`src/rtl/bin2bcd_if.sv`:
```
// Request/result bundle between a bin2bcd_seq converter and its client.
// The client (master) drives the request; the converter (slave) returns digits.
interface bin2bcd_if;
  logic       start;
  logic [7:0] bin;
  logic       signed_mode;
  logic       busy;
  logic       done;
  logic [3:0] hund;
  logic [3:0] tens;
  logic [3:0] ones;
  logic       neg;

  modport master (
    output start, bin, signed_mode,
    input  busy, done, hund, tens, ones, neg
  );

  modport slave (
    input  start, bin, signed_mode,
    output busy, done, hund, tens, ones, neg
  );
endinterface

```
`src/rtl/bin2bcd_seq.sv`:
```
// Sequential double-dabble converter: 8-bit (optionally signed) value to three
// BCD digits plus sign, with optional leading-zero blanking for 7-seg decoders.
//
// state  | meaning
// IDLE   | waiting for start; outputs hold last result
// SHIFT  | eight add-3/shift steps on {scratch, binreg}
// FINISH | register digits (with blanking) and pulse done
module bin2bcd_seq #(
  parameter bit         BLANK_LZ   = 1'b1,
  parameter logic [3:0] BLANK_CODE = 4'b1111
) (
  input  logic      clk,
  input  logic      rst_n,
  bin2bcd_if.slave  bus
);

  localparam logic [1:0] IDLE   = 2'd0;
  localparam logic [1:0] SHIFT  = 2'd1;
  localparam logic [1:0] FINISH = 2'd2;

  logic [1:0]  state;
  logic [7:0]  binreg;
  logic [11:0] scratch;
  logic [11:0] adj;
  logic [2:0]  cnt;
  logic        sign;
  logic        neg_in;
  logic [7:0]  mag;
  logic [3:0]  d_h;
  logic [3:0]  d_t;

  // A negative input only arises with bin[7]=1, so magnitude 0 never carries sign
  assign neg_in = bus.signed_mode & bus.bin[7];
  assign mag    = neg_in ? (~bus.bin + 8'd1) : bus.bin;

  assign d_h = scratch[11:8];
  assign d_t = scratch[7:4];

  always_comb begin
    adj = scratch;
    if (scratch[3:0]  >= 4'd5) adj[3:0]  = scratch[3:0]  + 4'd3;
    if (scratch[7:4]  >= 4'd5) adj[7:4]  = scratch[7:4]  + 4'd3;
    if (scratch[11:8] >= 4'd5) adj[11:8] = scratch[11:8] + 4'd3;
  end

  always_ff @(posedge clk or negedge rst_n) begin
    if (!rst_n) begin
      state    <= IDLE;
      binreg   <= 8'd0;
      scratch  <= 12'd0;
      cnt      <= 3'd0;
      sign     <= 1'b0;
      bus.busy <= 1'b0;
      bus.done <= 1'b0;
      bus.hund <= 4'd0;
      bus.tens <= 4'd0;
      bus.ones <= 4'd0;
      bus.neg  <= 1'b0;
    end else begin
      bus.done <= 1'b0;
      case (state)
        IDLE: begin
          if (bus.start) begin
            binreg   <= mag;
            scratch  <= 12'd0;
            sign     <= neg_in;
            cnt      <= 3'd0;
            bus.busy <= 1'b1;
            state    <= SHIFT;
          end
        end
        SHIFT: begin
          scratch <= {adj[10:0], binreg[7]};
          binreg  <= {binreg[6:0], 1'b0};
          cnt     <= cnt + 3'd1;
          if (cnt == 3'd7) state <= FINISH;
        end
        FINISH: begin
          bus.hund <= (BLANK_LZ && d_h == 4'd0) ? BLANK_CODE : d_h;
          bus.tens <= (BLANK_LZ && d_h == 4'd0 && d_t == 4'd0) ? BLANK_CODE : d_t;
          bus.ones <= scratch[3:0];
          bus.neg  <= sign;
          bus.done <= 1'b1;
          bus.busy <= 1'b0;
          state    <= IDLE;
        end
        default: begin
          bus.busy <= 1'b0;
          state    <= IDLE;
        end
      endcase
    end
  end

endmodule

```
`src/flat_wrapper.sv`:
```
// flat-port wrapper written by rule: the top's interface ports become plain ports
module bin2bcd_seq_flat 
#(
  parameter bit         BLANK_LZ   = 1'b1,
  parameter logic [3:0] BLANK_CODE = 4'b1111
)
  (clk, rst_n, bus_start, bus_bin, bus_signed_mode, bus_busy, bus_done, bus_hund, bus_tens, bus_ones, bus_neg);
  bin2bcd_if bus_i ();
  input  logic clk;
  input  logic rst_n;
  input wire logic [$bits(bus_i.start)-1:0] bus_start;
  input wire logic [$bits(bus_i.bin)-1:0] bus_bin;
  input wire logic [$bits(bus_i.signed_mode)-1:0] bus_signed_mode;
  output wire logic [$bits(bus_i.busy)-1:0] bus_busy;
  output wire logic [$bits(bus_i.done)-1:0] bus_done;
  output wire logic [$bits(bus_i.hund)-1:0] bus_hund;
  output wire logic [$bits(bus_i.tens)-1:0] bus_tens;
  output wire logic [$bits(bus_i.ones)-1:0] bus_ones;
  output wire logic [$bits(bus_i.neg)-1:0] bus_neg;
  assign bus_i.start = bus_start;
  assign bus_i.bin = bus_bin;
  assign bus_i.signed_mode = bus_signed_mode;
  assign bus_busy = bus_i.busy;
  assign bus_done = bus_i.done;
  assign bus_hund = bus_i.hund;
  assign bus_tens = bus_i.tens;
  assign bus_ones = bus_i.ones;
  assign bus_neg = bus_i.neg;
  bin2bcd_seq #(.BLANK_LZ(BLANK_LZ), .BLANK_CODE(BLANK_CODE)) u_core (.clk(clk), .rst_n(rst_n), .bus(bus_i));
endmodule
```
`config.mk`:
```
export PLATFORM = sky130hd
export DESIGN_NAME = bin2bcd_seq_flat
export DESIGN_NICKNAME = d
export VERILOG_FILES = /design/src/rtl/bin2bcd_if.sv /design/src/rtl/bin2bcd_seq.sv /design/src/flat_wrapper.sv
export SDC_FILE = /design/constraint.sdc
export NUM_CORES = 1
export LEC_CHECK = 0
export ABC_CLOCK_PERIOD_IN_PS = 1400
export BUFFER_PORTS_ARGS = -buffer_cell sky130_fd_sc_hd__buf_2
export CAP_MARGIN = 40
export CORE_MARGIN = 2
export CORE_UTILIZATION = 51
export DETAILED_ROUTE_END_ITERATION = 6
export HOLD_SLACK_MARGIN = 0.08
export MAX_ROUTING_LAYER = met4
export PLACE_DENSITY = 0.77
export SETUP_SLACK_MARGIN = 0.5
export SLEW_MARGIN = 20
export SYNTH_ARGS = -nofsm -noshare
export SYNTH_HDL_FRONTEND = slang
export SYNTH_SLANG_ARGS = --single-unit
```
`constraint.sdc`:
```
create_clock -name clk -period 1.4 [get_ports clk]
set_input_delay 0.21 -clock clk [delete_from_list [all_inputs] [get_ports clk]]
set_output_delay 0.21 -clock clk [all_outputs]
set_load 0.05 [all_outputs]
```
==> impl_metrics.json, run 1 <==
{
  "status": "complete, but fails checks",
  "violations": "hold timing, setup timing",
  "area_growth_pct": 62.6,
  "synth_seq_area_share_pct": 49.8,
  "rsz0062_at_grt": "yes",
  "worst_slew_pin_slew_ps": 457,
  "initial_core_util_pct": 52.2,
  "syn_area_per_cell_um2": 10.6,
  "async_flop_share_pct": 100,
  "antenna_found_initial": 0,
  "first_pass_iters": 4,
  "hpwl_um": 2910,
  "r2r_slack_ps": -120,
  "crit_path_start_kind": "flop",
  "synth_area_leader_cell": "dfrtp_1",
  "numCtsBuffers": 5,
  "finalHoldViolations": 17,
  "dieArea_um2": 4560,
  "avgRoutedWirePerCell_um": 21.1,
  "clk_latency_ps": 300,
  "ys.flop_type": "dfrtp_1",
  "power_density_nw_per_um2": 2440,
  "power_leakage_nw": 1.52,
  "cts_sinks": 41,
  "die_h_um": 67.5,
  "clockBufferDepth": 2,
  "place_congestion": 0.762,
  "worstPathRequired_ps": 1630,
  "startpoint": "u_core.scratch[5]",
  "post_drt_via_cell_ratio": 6.03,
  "rows": 23,
  "min_path_type": "primary input to asynchronous set/reset pin",
  "final.setup_skew_ps": 9.63,
  "final_util_pct": 85.0,
  "cp.arrival_ps": 1750,
  "wirelength_um": 6890,
  "drt_first_iter_violations": 203,
  "route.detailed.drc": 0,
  "crit_end": "u_core.scratch[6]",
  "max_slew_margin_pct": 69.5,
  "cts_root_buffer": "clkbuf_8",
  "gr-usage-all-layers_pct": 27.5,
  "dp_slack_ps": 59.1,
  "nNetsFinal": 298,
  "grt_max_degree": 25,
  "reg2reg_depth": 6,
  "grt_pass1_wl_um": 8800,
  "peakVddDrop_mv": 1.11,
  "postRouteAntennaNets": 0,
  "core_area_um2": 3940,
  "cp_max_fo": 3,
  "diodes": 0,
  "path_class": "flop to flop",
  "endpoint_kind": "flop",
  "netlist_instances": 194,
  "vias": 1973,
  "synthTopCellsByArea": "dfrtp_1 (50%), ha_1 (6.1%), o21ai_0 (4.6%)",
  "overflow": 0,
  "fp.dieW_um": 67.5,
  "ys_ff_latch": 41,
  "io-pin-count": 27,
  "maxCapViolations": 0,
  "setup_violations": 7,
  "synth_top_area_share_pct": 49.8,
  "cts_max_level": 2,
  "synth_area_um2": 2060,
  "period_minus_slack_ps": 1520,
  "synth_edf_count": 0,
  "drv_slew": 0,
  "max_freq_ghz": 0.658,
  "r2r_start": "u_core.scratch[5]",
  "final_cell_mix": "dfrtp_1 (35), buf_4 (32), buf_6 (31)",
  "layout_commonest_cell": "dfrtp_1",
  "synth_nets": 216,
  "ys_types": 40,
  "clk_pin_slew_ps": 80,
  "first_global_vias": 1823,
  "drive_above_1_share_pct": 62.5,
  "yosys_warnings": 0,
  "worst_slack_ps": -121,
  "period_share_pct": 109,
  "cts_tree": "done",
  "io_buffers": 26,
  "r2r-end": "u_core.scratch[6]",
  "whs_ps": -151
}
[routing by layer]
layer  vias up  share of wire (%)  track usage [%]
met5         -                  0                -
met4         0                3.7             13.8
met3        30                7.1             5.00
met2       120                 53             48.3
met1       968                 37             29.5
li1        855                  -                -
[flip-flops by register name, summed over array words and instances, names as in the netlist, 2 cells and up]
register	flops
u_core.bus.tens	4
u_core.cnt	3
u_core.binreg	8
u_core.bus.ones	4
u_core.scratch	12
u_core.state	2
u_core.bus.hund	4
[cells by family after synthesis]
family	share of synthesized area [%]
AO/OA/AOI/OAI	19.1
adder cells (fa/ha/maj)	6.08
AND/OR/NAND/NOR	11.5
multiplexers	3.71
buffers and inverters	5.89
XOR/XNOR	3.83
flip-flops	49.8
[stage by stage]
stage | std cells | power, mW | instance area (µm²) | TNS (ps) | hold slack (ps)
5_1_grt | 327 | 8.50 | 3350 | -819 | -129
4_1_cts | 312 | 7.08 | 3080 | 0 | -141
3_3_place_gp | 273 | 5.10 | 2480 | 0 | 173
2_1_floorplan | 194 | 4.53 | 2270 | 0 | -85.6
3_5_place_dp | 273 | 5.19 | 2480 | 0 | 176
6_report | 327 | 8.16 | 3350 | -298 | -151
[worst max-delay path: stages (launching register included)]
cell	delay, ps
dfrtp_1	440
inv_2	100
ha_2	180
nand2b_4	160
a21oi_4	180
mux2i_1	230
a22o_1	160
[final cells by class]
type / instances / area (µm²)
Clock buffer: 8 / 90.1
Fill cell: 170 / 593
Inverter: 13 / 71.3
Multi-Input combinational cell: 136 / 1350
Sequential cell: 41 / 1030
Tap cell: 50 / 62.6
Timing Repair Buffer: 79 / 739
[worst min-delay path by stage]
stage                from            endpoint  slack (ps)  depth (start not counted)
global route        rst_n     u_core.state[1]        -130                          1
floorplan           rst_n    u_core.binreg[0]         -90                          0
CTS                 rst_n    u_core.binreg[1]        -140                          1
detailed placement  rst_n  u_core.bus.ones[2]         180                          1
global placement    rst_n  u_core.bus.ones[2]         170                          1
finish              rst_n     u_core.state[0]        -150                          1
[cells in the mapped netlist (all sizes together), types with 2 or more instances]
library cell   n
nor3b          2
a22o           4
nor3           3
a21oi         12
nand2b         5
o22ai          9
ha            10
buf            7
xnor2          8
a22oi          3
dfrtp         41
nand2         23
o21ai         21
mux2           5
a32o           3
o31ai          3
nor2          11
mux2i          2
and3           2
inv           13
[report_power, final]
group / internal, mW / switching [mW] / total [mW]
Sequential: 1.67 / 0.658 / 2.33
Clock: 0.402 / 0.408 / 0.810
Combinational: 2.55 / 2.48 / 5.02
Total: 4.62 / 3.54 / 8.16
[what timing repair did]
| item | in CTS | in global routing |
|---|---|---|
| gates cloned | 4 | 1 |
| gates resized for setup | 70 | 43 |
| buffers inserted | 27 | 14 |
| pin swaps | 22 | 18 |
| endpoints found under the setup margin | 56 | 56 |
| endpoints found under the hold margin | 17 | 17 |
No activity file was read; power rests on OpenSTA's default activity.
==> inputs of run 2 (changes only) <==
CORE_UTILIZATION = 54   (was 51)
CTS_BUF_LIST = sky130_fd_sc_hd__clkbuf_8   (was unset)
PLACE_DENSITY = 0.8   (was 0.77)
==> run 2 against run 1 <==
Die area down 5.2%. The run still ends with hold timing, setup timing left. Combinational power fell by 6.6%. Critical path depth fell by 1. Count of clock-buffer cells in the layout shrank 1. Largest power group unchanged. Design area down 3.0%. Clock power rose by 10%. First-iteration DRC count is 0.49% lower. Register-to-register slack improved by 20 ps. Sequential share of layout area is 0.87 points higher. Clock skew hardly changed. Largest cell class unchanged. Sequential power hardly changed.
==> impl_metrics.json, run 2 (same netlist as run 1, synthesis figures left out) <==
{
  "status": "complete, but fails checks",
  "violations": "hold timing, setup timing",
  "grt_pass1_wl_um": 9220,
  "cts_root_buffer": "clkbuf_8",
  "endpoint_kind": "flop",
  "crit_path_start_kind": "flop",
  "cts_sinks": 41,
  "drv_slew": 0,
  "drive_above_1_share_pct": 59.7,
  "path_class": "flop to flop",
  "worst_slew_pin_slew_ps": 469,
  "cts_tree": "done",
  "first_pass_iters": 5,
  "cp_max_fo": 3,
  "final.setup_skew_ps": 9.29,
  "worstPathBufferInverterCount": 0,
  "cp_cell_sequence": "ha_2, nand2b_4, a21oi_4, mux2i_1, a22o_1",
  "power_leakage_nw": 1.49,
  "grt_max_degree": 24,
  "dieArea_um2": 4320,
  "area_growth_pct": 57.8,
  "final_util_pct": 88.8,
  "numCtsBuffers": 5,
  "vias": 1993,
  "route.detailed.drc": 0,
  "max_freq_ghz": 0.665,
  "overflow": 0,
  "rsz0062_at_grt": "yes",
  "min_path_type": "primary input to asynchronous set/reset pin",
  "maxCapViolations": 0,
  "clk_latency_ps": 310,
  "max_slew_margin_pct": 68.8,
  "antenna_found_initial": 0,
  "power_density_nw_per_um2": 2430,
  "die_h_um": 65.8,
  "rows": 22,
  "io-pin-count": 27,
  "period_share_pct": 107,
  "drt_first_iter_violations": 202,
  "wirelength_um": 7130,
  "diodes": 0,
  "nNetsFinal": 294,
  "cts_max_level": 2,
  "reg_top3": "u_core.scratch: 12 flops, u_core.binreg: 8 flops",
  "slowest_stage": "dfrtp_1",
  "final.setup.tns_ps": -448,
  "period_minus_slack_ps": 1500,
  "clk_pin_slew_ps": 90,
  "path_delay_family": "flip-flops",
  "postRouteAntennaNets": 0,
  "io_buffers": 26,
  "post_drt_via_cell_ratio": 6.21,
  "regMostFlops": "u_core.scratch",
  "avgRoutedWirePerCell_um": 22.2,
  "gr-usage-all-layers_pct": 30.6,
  "initial_core_util_pct": 56.3,
  "fp.dieW_um": 65.8,
  "setup_violations": 8,
  "layout_commonest_cell": "dfrtp_1",
  "design_area_um2": 3250,
  "final_cell_mix": "dfrtp_1 (37), buf_4 (35), buf_6 (28)",
  "cp.arrival_ps": 1740,
  "worst_path_largest_cell_delay_ps": 450,
  "whs_ps": -149,
  "placed_area_um2": 2450,
  "core_area_um2": 3660,
  "worstPathRequired_ps": 1640,
  "hpwl_um": 2830,
  "clockBufferDepth": 2,
  "worst_slack_ps": -105,
  "place_congestion": 0.788,
  "first_global_vias": 1851,
  "finalHoldViolations": 18,
  "largest_register_ff_count": 12,
  "peakVddDrop_mv": 1.49
}
-- run 2: cell types whose count changed in the layout (fill, tap and decap cells not counted), sizes merged --
cell,change
nand2,-1
nand2b,-2
clkbuf,-2
inv,+1
-- run 2: worst register-to-register path, delay by kind of cell, from the launching register on --
kind | cells | cell delay, ps
simple gates | 1 | 140
mux | 1 | 270
flops | 1 | 450
fa+ha+maj | 1 | 210
compound gates | 2 | 370
-- run 2: final timing paths --
path                              startpoint            endpoint  slack [ps]  cells past startpoint
hold / removal                         rst_n  u_core.bus.ones[3]        -150                      1
hold reg to reg                u_core.cnt[1]       u_core.cnt[1]         530                      1
min in group clk                  bus_bin[0]    u_core.binreg[0]         190                      3
setup / recovery           u_core.scratch[8]  u_core.scratch[10]        -100                      5
max in group asynchronous              rst_n      u_core.bus.neg        1070                      2
setup reg to reg           u_core.scratch[8]  u_core.scratch[10]        -100                      5
-- run 2: final cells by class --
type                            instances  area (µm²)
Inverter                               13        71.3
Multi-Input combinational cell        133        1270
Fill cell                             145         412
Timing Repair Buffer                   78         711
Sequential cell                        41        1030
Tap cell                               48        60.1
Clock buffer                            7        96.3
Clock inverter                          1        5.00
-- run 2: what timing repair did --
| action | 4_1_cts | 5_1_grt |
|---|---|---|
| gates resized for setup | 64 | 34 |
| pin swaps | 13 | 13 |
| hold endpoints to repair | 18 | 18 |
| buffers inserted | 32 | 10 |
| endpoints found under the setup margin | 56 | 56 |
| cloned | 2 | 0 |
-- run 2: through the flow --
| stage | total power, mW | worst slack [ps] | cells |
|---|---|---|---|
| after floorplan | 4.53 | 70.0 | 194 |
| after detailed placement | 5.11 | 46.1 | 269 |
| after CTS | 6.89 | 35.3 | 311 |
| after global placement | 5.01 | 71.3 | 269 |
| after global routing | 8.19 | -124 | 321 |
| final | 7.89 | -105 | 321 |
-- run 2: per-layer routing --
metal,track usage (%),part of all wire (%),vias to the layer above,wire length (µm)
li1,-,-,843,-
met1,34.5,38,959,2690
met2,50.5,50,149,3530
met3,7.36,7.8,42,556
met4,15.6,4.9,0,347
met5,-,0,-,0
-- run 2: report_power, final --
part	internal [mW]	total [mW]	switching, mW	leakage [nW]
combinational	2.28	4.69	2.41	0.914
sequential	1.67	2.31	0.640	0.520
clock	0.446	0.892	0.446	0.0542
total	4.40	7.89	3.49	1.49
==> inputs of run 3 (changes only) <==
CORE_MARGIN = unset   (was 2)
CORE_UTILIZATION = 51   (was 54)
CTS_BUF_LIST = unset   (was sky130_fd_sc_hd__clkbuf_8)
PLACE_DENSITY = 0.77   (was 0.8)
REMOVE_ABC_BUFFERS = 1   (was unset)
==> run 3 against run 2 <==
The run ends with setup timing left. Sequential share of layout area shrank 2.6 points. Largest cell class unchanged. Critical endpoint is now u_core.scratch[6]. Via count up 8.3%. Combinational power rose by 25%. Cell count rose by 7.5%. Setup slack worse by 35 ps. Count of clock-buffer cells in the layout up 1. Clock skew decreased by 4.1 ps.
==> impl_metrics.json, run 3 (same netlist as run 1, synthesis figures left out) <==
{
  "dieArea_um2": 4300,
  "cts_sinks": 41,
  "wirelength_um": 8460,
  "netSwitchingFraction_pct": 44.9,
  "cts_max_level": 2,
  "worstPathRequired_ps": 1630,
  "status": "complete, but fails checks",
  "numCtsBuffers": 5,
  "io-pin-count": 27,
  "path_delay_family": "flip-flops",
  "layout_commonest_cell": "buf_4",
  "power_density_nw_per_um2": 2540,
  "final_util_pct": 93.6,
  "grt_pass1_wl_um": 9380,
  "power_frac_seq_pct": 26.1,
  "min_to": "u_core.binreg[7]",
  "route.detailed.drc": 0,
  "drv_slew": 0,
  "worst_path_largest_cell_delay_ps": 450,
  "reg2reg_depth": 6,
  "r2r-end": "u_core.scratch[6]",
  "endpoint_kind": "flop",
  "crit_path_start_kind": "flop",
  "cp.arrival_ps": 1770,
  "finalHoldViolations": 0,
  "combPwrFrac_pct": 65.3,
  "whs_ps": 151,
  "cts_root_buffer": "clkbuf_8",
  "cp_max_fo": 3,
  "postRouteAntennaNets": 0,
  "path_class": "flop to flop",
  "drive_above_1_share_pct": 64.0,
  "hold_path_depth": 3,
  "worstPathBufferInverterCount": 1,
  "period_share_pct": 110,
  "place_congestion": 0.750,
  "gr-usage-all-layers_pct": 31.5,
  "rsz0062_at_grt": "yes",
  "first_global_vias": 1968,
  "cellInternalPower_mw": 4.95,
  "reg_top3": "u_core.scratch: 12 flops, u_core.binreg: 8 flops",
  "drt_first_iter_violations": 202,
  "cp_cell_sequence": "inv_2, ha_4, nand2b_4, a21oi_4, mux2i_1, a22o_1",
  "fp.dieW_um": 65.5,
  "grt_max_degree": 42,
  "worstHoldStart": "bus_bin[7]",
  "min_path_type": "primary input to flop",
  "period_minus_slack_ps": 1540,
  "avgRoutedWirePerCell_um": 24.5,
  "rows": 22,
  "violations": "setup timing",
  "largest_register_ff_count": 12,
  "power_leakage_nw": 1.61,
  "vias": 2158,
  "cts_tree": "done",
  "nNetsFinal": 318,
  "slowest_stage": "dfrtp_2",
  "first_pass_iters": 4,
  "clkPwrFrac_pct": 8.7,
  "antenna_found_initial": 0,
  "max_slew_margin_pct": 68.6,
  "p_sw_mw": 4.03,
  "io_buffers": 26,
  "clk_latency_ps": 300,
  "setup_violations": 9,
  "overflow": 0,
  "worst_slew_pin_slew_ps": 471,
  "area_growth_pct": 71.4,
  "final.setup_skew_ps": 5.18,
  "initial_core_util_pct": 54.6,
  "r2r_start": "u_core.scratch[4]",
  "worst_slack_ps": -140,
  "r2r_slack_ps": -140,
  "post_drt_via_cell_ratio": 6.26,
  "peakVddDrop_mv": 1.49,
  "core_area_um2": 3770,
  "maxCapViolations": 0,
  "diodes": 0,
  "final_cell_mix": "buf_4 (47), dfrtp_1 (38), buf_6 (35)",
  "hpwl_um": 2640,
  "clockBufferDepth": 2,
  "max_freq_ghz": 0.649,
  "clk_pin_slew_ps": 80,
  "regMostFlops": "u_core.scratch",
  "die_h_um": 65.5
}
==> run 3: cell types whose count changed in the layout (fill, tap and decap cells not counted), moves of 4 or more <==
| cell | delta |
|---|---|
| a21oi_2 | +5 |
| buf_6 | +7 |
| buf_4 | +12 |
| o22ai_1 | -4 |
| o22ai_4 | +4 |
| a21oi_1 | -4 |
==> run 3: what timing repair did <==
item | 4_1_cts | 5_1_grt
endpoints found under the setup margin | 56 | 56
hold endpoints to repair | 41 | 0
hold buffers | 1 | 0
buffers inserted | 39 | 15
cloned | 5 | 0
pin swaps | 43 | 27
resized for setup | 126 | 48
==> run 3: power groups by stage <==
stage               Clock (mW)  Sequential, mW  Combinational [mW]
floorplan                    0            2.48                1.41
global placement             0            2.03                2.66
detailed placement           0            2.05                2.74
CTS                      0.766            2.15                4.42
global route             0.833            2.36                6.09
finish                   0.778            2.34                5.86
==> run 3: per-layer routing <==
layer	wire length, µm	global-route usage (%)	part of all wire (%)
met5	0	-	0
met4	491	17.9	5.8
met3	587	8.85	6.9
met2	4150	53.7	49
met1	3230	32.3	38
==> run 3: tightest hold or removal path: cells and delay by family <==
family	cells	cell delay, ps
and+or+nand+nor	1	50
AOI/OAI and AO/OA	1	60
buffers and inverters	1	100
==> run 3: cell type report <==
type                       count  area [µm²]
fill                         107         240
inverter                      13        58.8
timing repair buffer         100         917
sequential                    41        1030
multi-input combinational    135        1390
tap                           48        60.1
clock buffer                   8        80.1
==> run 3: through the flow <==
stage	cell area, µm²	total power [mW]	setup TNS [ps]	setup WS [ps]	instances
final	3530	8.98	-674	-140	345
after floorplan	1990	3.89	-73.3	-73.3	187
after detailed placement	2330	4.80	-105	-49.5	277
after global routing	3530	9.29	-1250	-253	345
after CTS	3200	7.33	0	47.2	330
after global placement	2330	4.69	-1.38	-1.38	277
==> run 3: worst max-delay path by stage <==
stage | from | end | slack (ps) | cells after the start
2_1_floorplan | u_core.scratch[0] | u_core.scratch[2] | -70 | 6
3_3_place_gp | u_core.scratch[0] | u_core.scratch[2] | -1 | 5
3_5_place_dp | u_core.scratch[1] | u_core.scratch[2] | -50 | 6
4_1_cts | u_core.scratch[1] | u_core.scratch[2] | 50 | 6
5_1_grt | u_core.scratch[5] | u_core.scratch[6] | -250 | 6
6_report | u_core.scratch[4] | u_core.scratch[6] | -140 | 6
